### config.mk
export PLATFORM = sky130hd
export DESIGN_NAME = wb_arbiter
export DESIGN_NICKNAME = d
export VERILOG_FILES = /design/src/rtl/wb_arbiter.sv
export SDC_FILE = /design/constraint.sdc
export NUM_CORES = 1
export LEC_CHECK = 0
export ABC_AREA = 1
export BUFFER_PORTS_ARGS = -buffer_cell sky130_fd_sc_hd__buf_2
export CORE_MARGIN = 3
export CORE_UTILIZATION = 40
export CTS_BUF_LIST = sky130_fd_sc_hd__clkbuf_16
export DETAILED_ROUTE_END_ITERATION = 10
export PLACE_DENSITY = 0.63
export SLEW_MARGIN = 20
export SYNTH_ARGS = -nofsm -noshare
export SYNTH_HDL_FRONTEND = slang
export SYNTH_SLANG_ARGS = --single-unit
### constraint.sdc
create_clock -name clk -period 6 [get_ports clk]
set_clock_uncertainty 0.15 [all_clocks]
set_input_delay 0.6 -clock clk [delete_from_list [all_inputs] [get_ports clk]]
set_output_delay 0.6 -clock clk [all_outputs]
set_load 0.01 [all_outputs]
### src/rtl/wb_arbiter.sv
// Writeback arbiter: merges ALU and load results onto the single register-file write port.
// Losing loads queue in a small FIFO; pend_mask exposes registers with outstanding loads.
module wb_arbiter #(
   parameter int unsigned DEPTH        = 4,
   parameter int unsigned STARVE_LIMIT = 3
) (
   input  logic                     clk,
   input  logic                     rst,
   input  logic                     alu_valid,
   output logic                     alu_ready,
   input  logic [4:0]               alu_rd,
   input  logic [31:0]              alu_data,
   input  logic                     ld_valid,
   output logic                     ld_ready,
   input  logic [4:0]               ld_rd,
   input  logic [31:0]              ld_data,
   output logic                     WE3,
   output logic [4:0]               A3,
   output logic [31:0]              WD3,
   output logic [31:0]              pend_mask,
   output logic [$clog2(DEPTH):0]   fifo_cnt
);

   localparam int unsigned PW = $clog2(DEPTH);
   localparam int unsigned CW = PW + 1;
   localparam int unsigned SW = $clog2(STARVE_LIMIT + 1);

   logic [4:0]    q_rd   [DEPTH];
   logic [31:0]   q_data [DEPTH];
   logic [PW-1:0] rd_ptr;
   logic [PW-1:0] wr_ptr;
   logic [CW-1:0] cnt;
   logic [SW-1:0] starve_cnt;
   logic          wb_ld;

   logic        empty;
   logic        full;
   logic        starve;
   logic        alu_fire;
   logic        ld_fire;
   logic        pop;
   logic        push;
   logic        win;
   logic        win_ld;
   logic        alu_win;
   logic [4:0]  win_rd;
   logic [31:0] win_data;

   assign empty     = (cnt == '0);
   assign full      = (cnt == CW'(DEPTH));
   assign starve    = (starve_cnt >= SW'(STARVE_LIMIT)) && !empty;
   assign alu_ready = rst && !starve;
   assign ld_ready  = rst && !full;
   assign alu_fire  = alu_valid && alu_ready;
   assign ld_fire   = ld_valid && ld_ready;
   assign fifo_cnt  = cnt;

   // Winner selection: starved head, ALU, queued head, then load bypass
   always_comb begin
      pop      = 1'b0;
      win      = 1'b0;
      win_ld   = 1'b0;
      alu_win  = 1'b0;
      win_rd   = '0;
      win_data = '0;
      if (starve) begin
         pop      = 1'b1;
         win      = 1'b1;
         win_ld   = 1'b1;
         win_rd   = q_rd[rd_ptr];
         win_data = q_data[rd_ptr];
      end else if (alu_fire) begin
         win      = 1'b1;
         alu_win  = 1'b1;
         win_rd   = alu_rd;
         win_data = alu_data;
      end else if (!empty) begin
         pop      = 1'b1;
         win      = 1'b1;
         win_ld   = 1'b1;
         win_rd   = q_rd[rd_ptr];
         win_data = q_data[rd_ptr];
      end else if (ld_fire) begin
         win      = 1'b1;
         win_ld   = 1'b1;
         win_rd   = ld_rd;
         win_data = ld_data;
      end
      push = ld_fire && !(win_ld && !pop);
   end

   // Pending-register mask over queued entries plus a load currently on the port
   always_comb begin
      logic [PW-1:0] idx;
      pend_mask = '0;
      idx       = '0;
      for (int unsigned i = 0; i < DEPTH; i++) begin
         idx = rd_ptr + PW'(i);
         if (CW'(i) < cnt) pend_mask[q_rd[idx]] = 1'b1;
      end
      if (WE3 && wb_ld) pend_mask[A3] = 1'b1;
      pend_mask[0] = 1'b0;
   end

   always_ff @(posedge clk) begin
      if (push) begin
         q_rd[wr_ptr]   <= ld_rd;
         q_data[wr_ptr] <= ld_data;
      end
   end

   always_ff @(posedge clk or negedge rst) begin
      if (!rst) begin
         rd_ptr     <= '0;
         wr_ptr     <= '0;
         cnt        <= '0;
         starve_cnt <= '0;
         WE3        <= 1'b0;
         A3         <= '0;
         WD3        <= '0;
         wb_ld      <= 1'b0;
      end else begin
         rd_ptr <= rd_ptr + PW'(pop);
         wr_ptr <= wr_ptr + PW'(push);
         cnt    <= cnt + CW'(push) - CW'(pop);
         if (empty || pop)
            starve_cnt <= '0;
         else if (alu_win && (starve_cnt != SW'(STARVE_LIMIT)))
            starve_cnt <= starve_cnt + SW'(1);
         WE3   <= win && (win_rd != 5'd0);
         wb_ld <= win && win_ld;
         if (win) begin
            A3  <= win_rd;
            WD3 <= win_data;
         end
      end
   end

endmodule

==> results by stage, run 1 <==
Run status:
- The flow ran to the end, and the final reports show no timing, DRC or antenna violations.

Pwr:
- The static leakage is a little over 5 nW.
- The worst voltage drop across the vdd grid is between 200 and 250 uV.
- The total power density per cell area is 522 mW/mm^2.

Job:
- Across the run, the number of max-cap violations was 0.

Critical path:
- The number of cells on the worst reg-to-reg path is 13.
- The worst setup path is of the reg2reg kind.
- The type of element capturing the critical path is a register.
- Setup slack on the worst reg-to-reg path comes out at ~2200 ps.
- The critical path goes through inv_2, nand2_1, buf_4, nand2_1, nand3_2, nand2_1, nand2_1, ha_1, inv_1, ha_1, inv_1, fa_1, xor2_1.
- In this design, the critical path's most frequently occurring cell is nand2_1.
- The worst register-to-register path ends at fifo_cnt[2].
- The maximum single-stage delay on the critical path is 760 ps.
- The worst setup path is launched from a register.
- The critical register-to-register path startpoint is fifo_cnt[2].
- The start point of the critical path is fifo_cnt[2].
- The data required time of the critical path is 6160 ps.
- In this run the worst setup path terminates at fifo_cnt[2].
- The slowest stage of the critical path is the nand3_2 cell.
- The arrival time reported for the critical path endpoint is about 4000 ps.
- Along the worst path, the maximum fanout reaches 49.

Global routing:
- The initial antenna violation count was 5.
- The via count of the first global-routing pass was roughly 8000.
- The total overflow left after global routing is 0.
- The largest net degree at the start of global routing is 56.
- The total track usage is 0.212.
- The wire length of the first global-routing pass is 44300 um.

Place:
- The number of cells in the design after placement is 1625.
- The placed instances occupy a cell area of 0.0111 sq mm.
- The final RePlAce weighted congestion is about 0.88.
- The count of input and output buffers is 151.
- The HPWL after detailed placement is between 15000 and 20000 um.

Timing:
- The total count of max-transition violations in the final report was 0.
- The number of failing hold endpoints at the final stage is 0.
- Setup violations remaining at the end of the flow were counted as 0.
- The final critical-path required period is between 3000 and 4000 ps.
- Adding up every negative setup slack in the final design gives 0 ps.
- The fmax is 0.261 GHz.
- The remaining max-slew budget at the tightest pin is 0.284.
- The portion of the clock cycle consumed by the worst path in the final layout is 0.638.
- The transition time at the pin with the least slew margin is 1070 ps.
- The tightest hold path in the finished design has a slack of 209 ps.
- Setup repair after global routing left no endpoint under its margin.

Clock network:
- The hold buffer count at cts is 0.
- Buffers added to address setup during post-CTS repair amount to 0.
- TritonCTS built the clock tree.
- The number of clock buffers added by TritonCTS is 17.
- Counting along the longest clock path gives a buffer depth of 2.
- CTS placed an instance of clkbuf_16 at the clock tree root.
- The quantity of gates resized following cts is 0.
- Clock-pin slew was measured on the worst setup and hold paths at approximately 70 ps.
- The H-tree level count is 4.
- The number of sinks on the clock net is 196.
- Clock latency on the worst-skew pair, taken at its later pin, is 430 ps.

Die:
- The floorplan die area is 0.0270 sq mm.
- During I/O placement, the number of pins put on the boundary was 153.
- The die height is 164 um.
- The number of rows in the core area is 57.
- The floorplan die width is about 160 um.
- The initial utilization of the core area, before any placement, comes to 0.409.
- The total core area is 0.0245 sq mm.

Cells and area:
- The synthesis-to-finish area growth is 16.5%.
- In the final design database the tool counted 1406 nets.
- The fraction of final layout cells sized beyond drive strength 1 is 0.173.
- The final cell count without fillers is 1661.
- The end-of-flow core utilization is 0.477.
- The cell area after layout is 0.0117 sq mm.

Logic synthesis:
- The number of different library cells in the post-synthesis netlist is 37.
- The post-synthesis instance area is 0.0100 sq mm.
- The instance count of the mapped netlist is approximately 1200.
- The total nets after synthesis is between 1000 and 1500.
- After synthesis the netlist holds a flip-flop and latch count of 196.
- During synthesis, Yosys emitted a total of 0 warnings.
- The sequential element share of the synthesized area is 0.562.
- Averaged over all synthesized cells, the footprint is ~8.5 sq um.

Detailed routing:
- In the routed layout, each cell is associated on average with a via count of between 5 and 6.
- Dividing the detail-routed wire length by the instance count gives ~17 um.
- The number of design-rule violations left by the first detailed-router iteration is between 700 and 800.
- Once detail routing completed, the nets flagged for antenna violations numbered 0.
- For this run, design rule violations remaining after detail routing come to 0.
- The via count is about 8600.
- The routed design has 28600 um of wire.
- The number of detailed-route iterations in the first pass is 5.

Min path:
- The worst hold path class is in2async.
[placed cells by master (no fill, tap or decap), drive strengths merged, types with 2 or more instances in the layout]
| cell type | netlist | final |
|---|---|---|
| nor2 | 180 | 180 |
| clkbuf | 23 | 17 |
| buf | 25 | 165 |
| dfrtp | 48 | 48 |
| clkinv | 1 | 3 |
| nand4 | 12 | 12 |
| a22oi | 30 | 30 |
| or2 | 3 | 3 |
| and2 | 4 | 4 |
| o21ai | 57 | 57 |
| nand3 | 119 | 119 |
| a21oi | 11 | 11 |
| nor3 | 17 | 17 |
| clkinvlp | 0 | 4 |
| bufinv | 0 | 2 |
| xor2 | 3 | 3 |
| inv | 48 | 55 |
| nand2 | 442 | 442 |
| ha | 7 | 7 |
| diode | 0 | 4 |
| edfxtp | 148 | 148 |
[area by class of cell]
class / count / area (sq um)
repair buffers: 165 / 861
well taps: 324 / 405
clock buffers: 17 / 425
diodes: 4 / 10.0
inverters: 49 / 184
multi-input cells: 891 / 4010
clock inverters: 15 / 161
flip-flops and latches: 196 / 5650
fillers: 2406 / 12800
[cell usage after synthesis (all sizes together)]
| master | n | share of area |
|---|---|---|
| conb | 1 | 0.00037 |
| clkbuf | 23 | 0.0086 |
| ha | 7 | 0.0087 |
| a22oi | 30 | 0.022 |
| nor2 | 180 | 0.068 |
| or2 | 3 | 0.0019 |
| nand4 | 12 | 0.0075 |
| nand2 | 442 | 0.17 |
| edfxtp | 148 | 0.44 |
| nor3 | 17 | 0.0085 |
| and2 | 4 | 0.0025 |
| nand3 | 119 | 0.065 |
| inv | 48 | 0.018 |
| nor3b | 1 | 0.00075 |
| xor2 | 3 | 0.0026 |
| o21ai | 57 | 0.033 |
| o22ai | 1 | 0.00062 |
| a21boi | 1 | 0.00075 |
| buf | 25 | 0.014 |
| fa | 1 | 0.0020 |
| dfrtp | 48 | 0.12 |
| clkinv | 1 | 0.00037 |
| o211ai | 1 | 0.00075 |
| a21oi | 11 | 0.0055 |
[cells by family after synthesis]
| kind of cell | Yosys count | synth area share |
|---|---|---|
| other | 1 | 0.000373 |
| AND/OR/NAND/NOR | 778 | 0.320 |
| XOR/XNOR | 3 | 0.00262 |
| flip-flops | 196 | 0.562 |
| adder cells (fa/ha/maj) | 8 | 0.0107 |
| AO/OA/AOI/OAI | 101 | 0.0629 |
| buffers and inverters | 97 | 0.0414 |
[per-stage QoR]
stage          power [mW]  worst slack (ps)
5_1_grt              6.57              1910
4_1_cts              6.11              1960
6_report             6.11              2170
3_5_place_dp         4.98              2130
3_3_place_gp         4.97              2240
2_1_floorplan        3.97              1350
[how the worst min path moves through the flow]
stage | endpoint | startpoint
final | WD3[5] | rst
after global routing | WD3[26] | alu_data[26]
after CTS | WD3[10] | rst
after detailed placement | starve_cnt[0] | starve_cnt[0]
after global placement | starve_cnt[0] | starve_cnt[0]
after floorplan | A3[0] | rst
[state kept, by name, indices dropped and copies added, names as in the netlist]
signal and cells:
rd_ptr 2, wb_ld 1, A3 5, wr_ptr 2, fifo_cnt 3, starve_cnt 2
WD3 32, WE3 1, q_data 128, q_rd 20
[critical path, delay by kind of cell (launching register included)]
family	cells	cell delay (ps)
adders and majority gates	3	840
xor gates and xnor gates	1	180
DFF	1	520
and+or+nand+nor	5	1530
buffers and inverters	4	480
[where the power goes]
group	switching [mW]	internal, mW
sequential	0.204	1.74
clock	0.508	0.618
combinational	2.14	0.901
[routing by layer]
metal	global-route usage	part of all wire	vias up
met4	0.0591	0.015	2
met2	0.340	0.47	291
li1	-	-	4213
met1	0.302	0.46	4032
met5	0	0.00024	-
met3	0.0326	0.054	31
Note: power is estimated with default switching activity, not from simulation.
==> inputs of run 2 (changes only) <==
- ABC_AREA: 1 -> 0
- PLACE_DENSITY: 0.63 -> 0.65
- clock period: 6 -> 3.4 ns (I/O delays scaled with it)
==> results by stage, run 2 <==
Min path:
- The worst hold path belongs to the class in2reg.

Die:
- The floorplan die area is 0.0259 sq mm.
- Measured along the y axis, the die boundary spans 161 um.
- Measured along the x axis, the die boundary spans ~160 um.
- For this configuration, the core starts out at a cell density of 0.408.
- Pin placement for this block handled ~150 I/O pins.
- The core region is 0.0235 sq mm.
- In this run the core area contains 56 standard-cell rows.

Pwr:
- The part of the power in combinational logic is 0.464.
- The switching power as a share of total power is 0.406.
- The worst-case IR drop observed on VDD is 556 uV.
- The total power of the final layout is 10.1 mW.
- The proportion of power drawn by the clock network is 0.195.
- The total power density per cell area is 832 mW/mm^2.
- The static leakage is 4.67 nW.
- The internal portion of the total power is 5.99 mW.
- Summed over all nets, the switching power comes to roughly 4 mW.
- Of the total power, registers draw 0.340.

Detailed routing:
- The first TritonRoute pass finished after 6 iterations.
- In the detailed route, the total length drawn on met2 is ~13000 um.
- After detailed routing, the wire length on met1 is 11800 um.
- The final route contains 7341 vias.
- The highest metal layer used by the detailed router is met4.
- Once detail routing completed, the nets flagged for antenna violations numbered 0.
- The routed design uses 1900 um of met3 wire.
- After the first detailed-routing iteration, the DRC count stood at 681.
- The total DRC errors in the routed layout is 0.
- Using the TritonRoute via totals, the vias-per-cell ratio works out to about 5.5.
- The average routed wire per standard cell is around 21 um.
- The final layout contains routed wiring with a total length of 27200 um.

Timing:
- The total count of max-transition violations in the final report is 0.
- After layout, the minimum clock period comes to ~3200 ps.
- The number of failing hold endpoints at the final stage is 0.
- Setup repair after global routing left no endpoint under its margin.
- The remaining max-slew budget at the tightest pin is 0.395.
- Setup violations remaining at the end of the flow were counted as 0.
- The portion of the clock cycle consumed by the worst path in the final layout is 0.951.
- The transition time at the pin with the least slew margin is 900 ps.
- The fmax is 0.309 GHz.

Cells and area:
- Relative to the synthesized area, the layout overhead comes to 26.3%.
- The number of flip-flops in the largest register is 128.
- The cell area after layout is 0.0121 sq mm.
- The library cells used most frequently in the layout, excluding fill and tap cells, are buf_2 (151), edfxtp_1 (148), nand2_1 (138), a21oi_1 (67), dlygate4sd3_1 (65).
- The end-of-flow core utilization is 0.515.
- The repair_antennas step left the layout with diodes totalling 0.
- Counting flops per register, the top entry is q_data.
- The fill cell instance count of the final layout is 2083.
- The final layout contains 1079 nets.
- The library cell used most frequently in the layout, excluding fill and tap cells, is buf_2.
- The largest registers in the layout are q_data: 128 flops, WD3: 32 flops, q_rd: 20 flops.
- The fraction of final layout cells sized beyond drive strength 1 is 0.267.

Job:
- Max-cap violations in this run came to 0.

Logic synthesis:
- The dominant cell type by area after synthesis is edfxtp_1.
- The flip-flop and latch count after synthesis is 196.
- In the post-synthesis netlist, the biggest area contributors are edfxtp_1 (46%), dfrtp_1 (13%), mux4_2 (8.9%), nand2_1 (5.4%), a22oi_1 (4.2%).
- By count the netlist is led by edfxtp_1 (148), nand2_1 (138), a21oi_1 (68).
- Of the post-synthesis cell area, the dominant cell type holds 0.463.
- The cell area that synthesis handed to floorplanning was a little under 0.01 sq mm.
- Among all cell types in the netlist, the one instantiated most often is edfxtp_1.
- The count of warnings emitted by yosys is 0.
- The total nets after synthesis is around 860.
- Of the synthesized area, sequential elements account for 0.588.
- The number of different library cells in the post-synthesis netlist is 44.
- Among all flip-flop cells after synthesis, the most frequent one is edfxtp_1.
- Yosys mapped a number of flops with a built-in enable equal to ~150.
- The instance count of the mapped netlist is 770.
- The fraction of registers with async set/reset is 0.245.
- After synthesis, the mean cell area works out to about 12 sq um.

Critical path:
- The biggest fanout along the worst timing path is 13.
- The type of the worst setup path is reg2out.
- STA classifies the critical path endpoint as a primary output.
- The data required time of the critical path is 2910 ps.
- The worst setup path is launched from a register.
- The arrival time reported for the critical path endpoint is 2740 ps.

Global routing:
- After global routing the overflow that remains totals 0.
- The first global-routing pass estimated 41900 um of wire.
- The total track usage is 0.211.
- The initial antenna violation count is 0.
- Entering global routing, the biggest net connects 73 pins.
- The via count of the first global-routing pass is 7414.

Clock network:
- At the later pin of the worst-skew pair, clock insertion delay measures 420 ps.
- The root buffer cell chosen for the clock tree is clkbuf_16.
- The number of buffers created by CTS is 17.
- The number of sinks on the clock net is 196.
- The post-CTS clock slew at the launch and capture registers of the worst setup and hold paths is 70 ps.
- The H-tree level count is 4.
- The number of buffers between clock root and the deepest sink is 2.
- TritonCTS built the clock tree.

Place:
- Summed over all nets, the half-perimeter wirelength after detailed placement is between 15000 and 20000 um.
- The final RePlAce weighted congestion is 0.974.
- The cell area after placement is between 0.01 and 0.015 sq mm.
- Buffers placed on the I/O ports in this run total approximately 150.

Run status:
- The run finished with clean final reports.
==> run 2: cell types whose count changed in the layout (fill, tap and decap cells not counted), moves of 24 or more <==
cell,before,now
nand2_1,439,138
nor2_1,177,26
dlygate4sd3_1,0,65
nand3_1,110,48
a21oi_1,11,67
mux4_2,0,38
inv_1,47,13
o21ai_1,27,0
a22oi_1,30,54
==> run 2: cells by family (layout without fill, tap and decap cells) <==
| logic type | after synthesis | count (layout) | share of synthesized area |
|---|---|---|---|
| buffers and inverters | 58 | 294 | 0.0267 |
| adder cells (fa/ha/maj) | 8 | 8 | 0.0112 |
| AO/OA/AOI/OAI | 173 | 173 | 0.110 |
| XOR/XNOR | 3 | 3 | 0.00274 |
| flip-flops | 196 | 196 | 0.588 |
| other | 1 | 1 | 0.000391 |
| AND/OR/NAND/NOR | 279 | 279 | 0.134 |
| multiplexers | 52 | 52 | 0.127 |
==> run 2: per-stage QoR <==
stage               std cells  hold WS [ps]  setup WS [ps]  TNS [ps]
floorplan                 770          -106          -32.5     -1200
global placement         1227          88.2            508         0
detailed placement       1227          90.8            456         0
CTS                      1324          1.58           13.3         0
global route             1325          4.42           55.9         0
finish                   1325          16.3            168         0
==> run 2: layout make-up <==
type	instances	area [sq um]	area share
inverter	13	48.8	0.00402
clock inverter	15	165	0.0136
multi-input combinational	516	3750	0.309
timing repair buffer	249	1680	0.139
tap	319	399	0.0329
clock buffer	17	425	0.0351
sequential	196	5650	0.466
==> run 2: worst paths after layout <==
| path | startpoint | to | slack, ps | depth (start not counted) |
|---|---|---|---|---|
| max | rd_ptr[0] | pend_mask[19] | 170 | 6 |
| min | alu_data[7] | WD3[7] | 20 | 3 |
| max reg2reg | fifo_cnt[1] | fifo_cnt[2] | 450 | 9 |
| min reg2reg | starve_cnt[0] | starve_cnt[0] | 300 | 1 |
| max in group asynchronous | rst | WD3[4] | 2140 | 3 |
| min in group asynchronous | rst | wr_ptr[1] | 190 | 2 |
==> run 2: routing by layer <==
metal,up-vias,global-route usage
met3,52,0.0472
met1,3567,0.282
met5,-,0
li1,3386,-
met2,336,0.341
met4,0,0.0751
==> run 2: power groups by stage <==
stage | combinational (mW) | sequential (mW) | clock [mW]
2_1_floorplan | 2.89 | 3.45 | 0
3_3_place_gp | 4.54 | 3.49 | 0
3_5_place_dp | 4.52 | 3.50 | 0
4_1_cts | 4.59 | 3.45 | 2.01
5_1_grt | 5.07 | 3.50 | 2.11
6_report | 4.68 | 3.44 | 1.97
==> run 2: critical path: stages (launching register included) <==
cell     delay [ps]
dfrtp_4         550
buf_6           210
mux4_1          650
and2_1          350
a22oi_1         250
nand3_1         140
buf_2           170
==> run 2: what timing repair did <==
action                                 in CTS  in global routing
setup buffers                               0                  1
hold buffers                               65                  0
resized for setup                           0                  4
endpoints found under the hold margin     178                  0
setup endpoints to repair                   0                 19
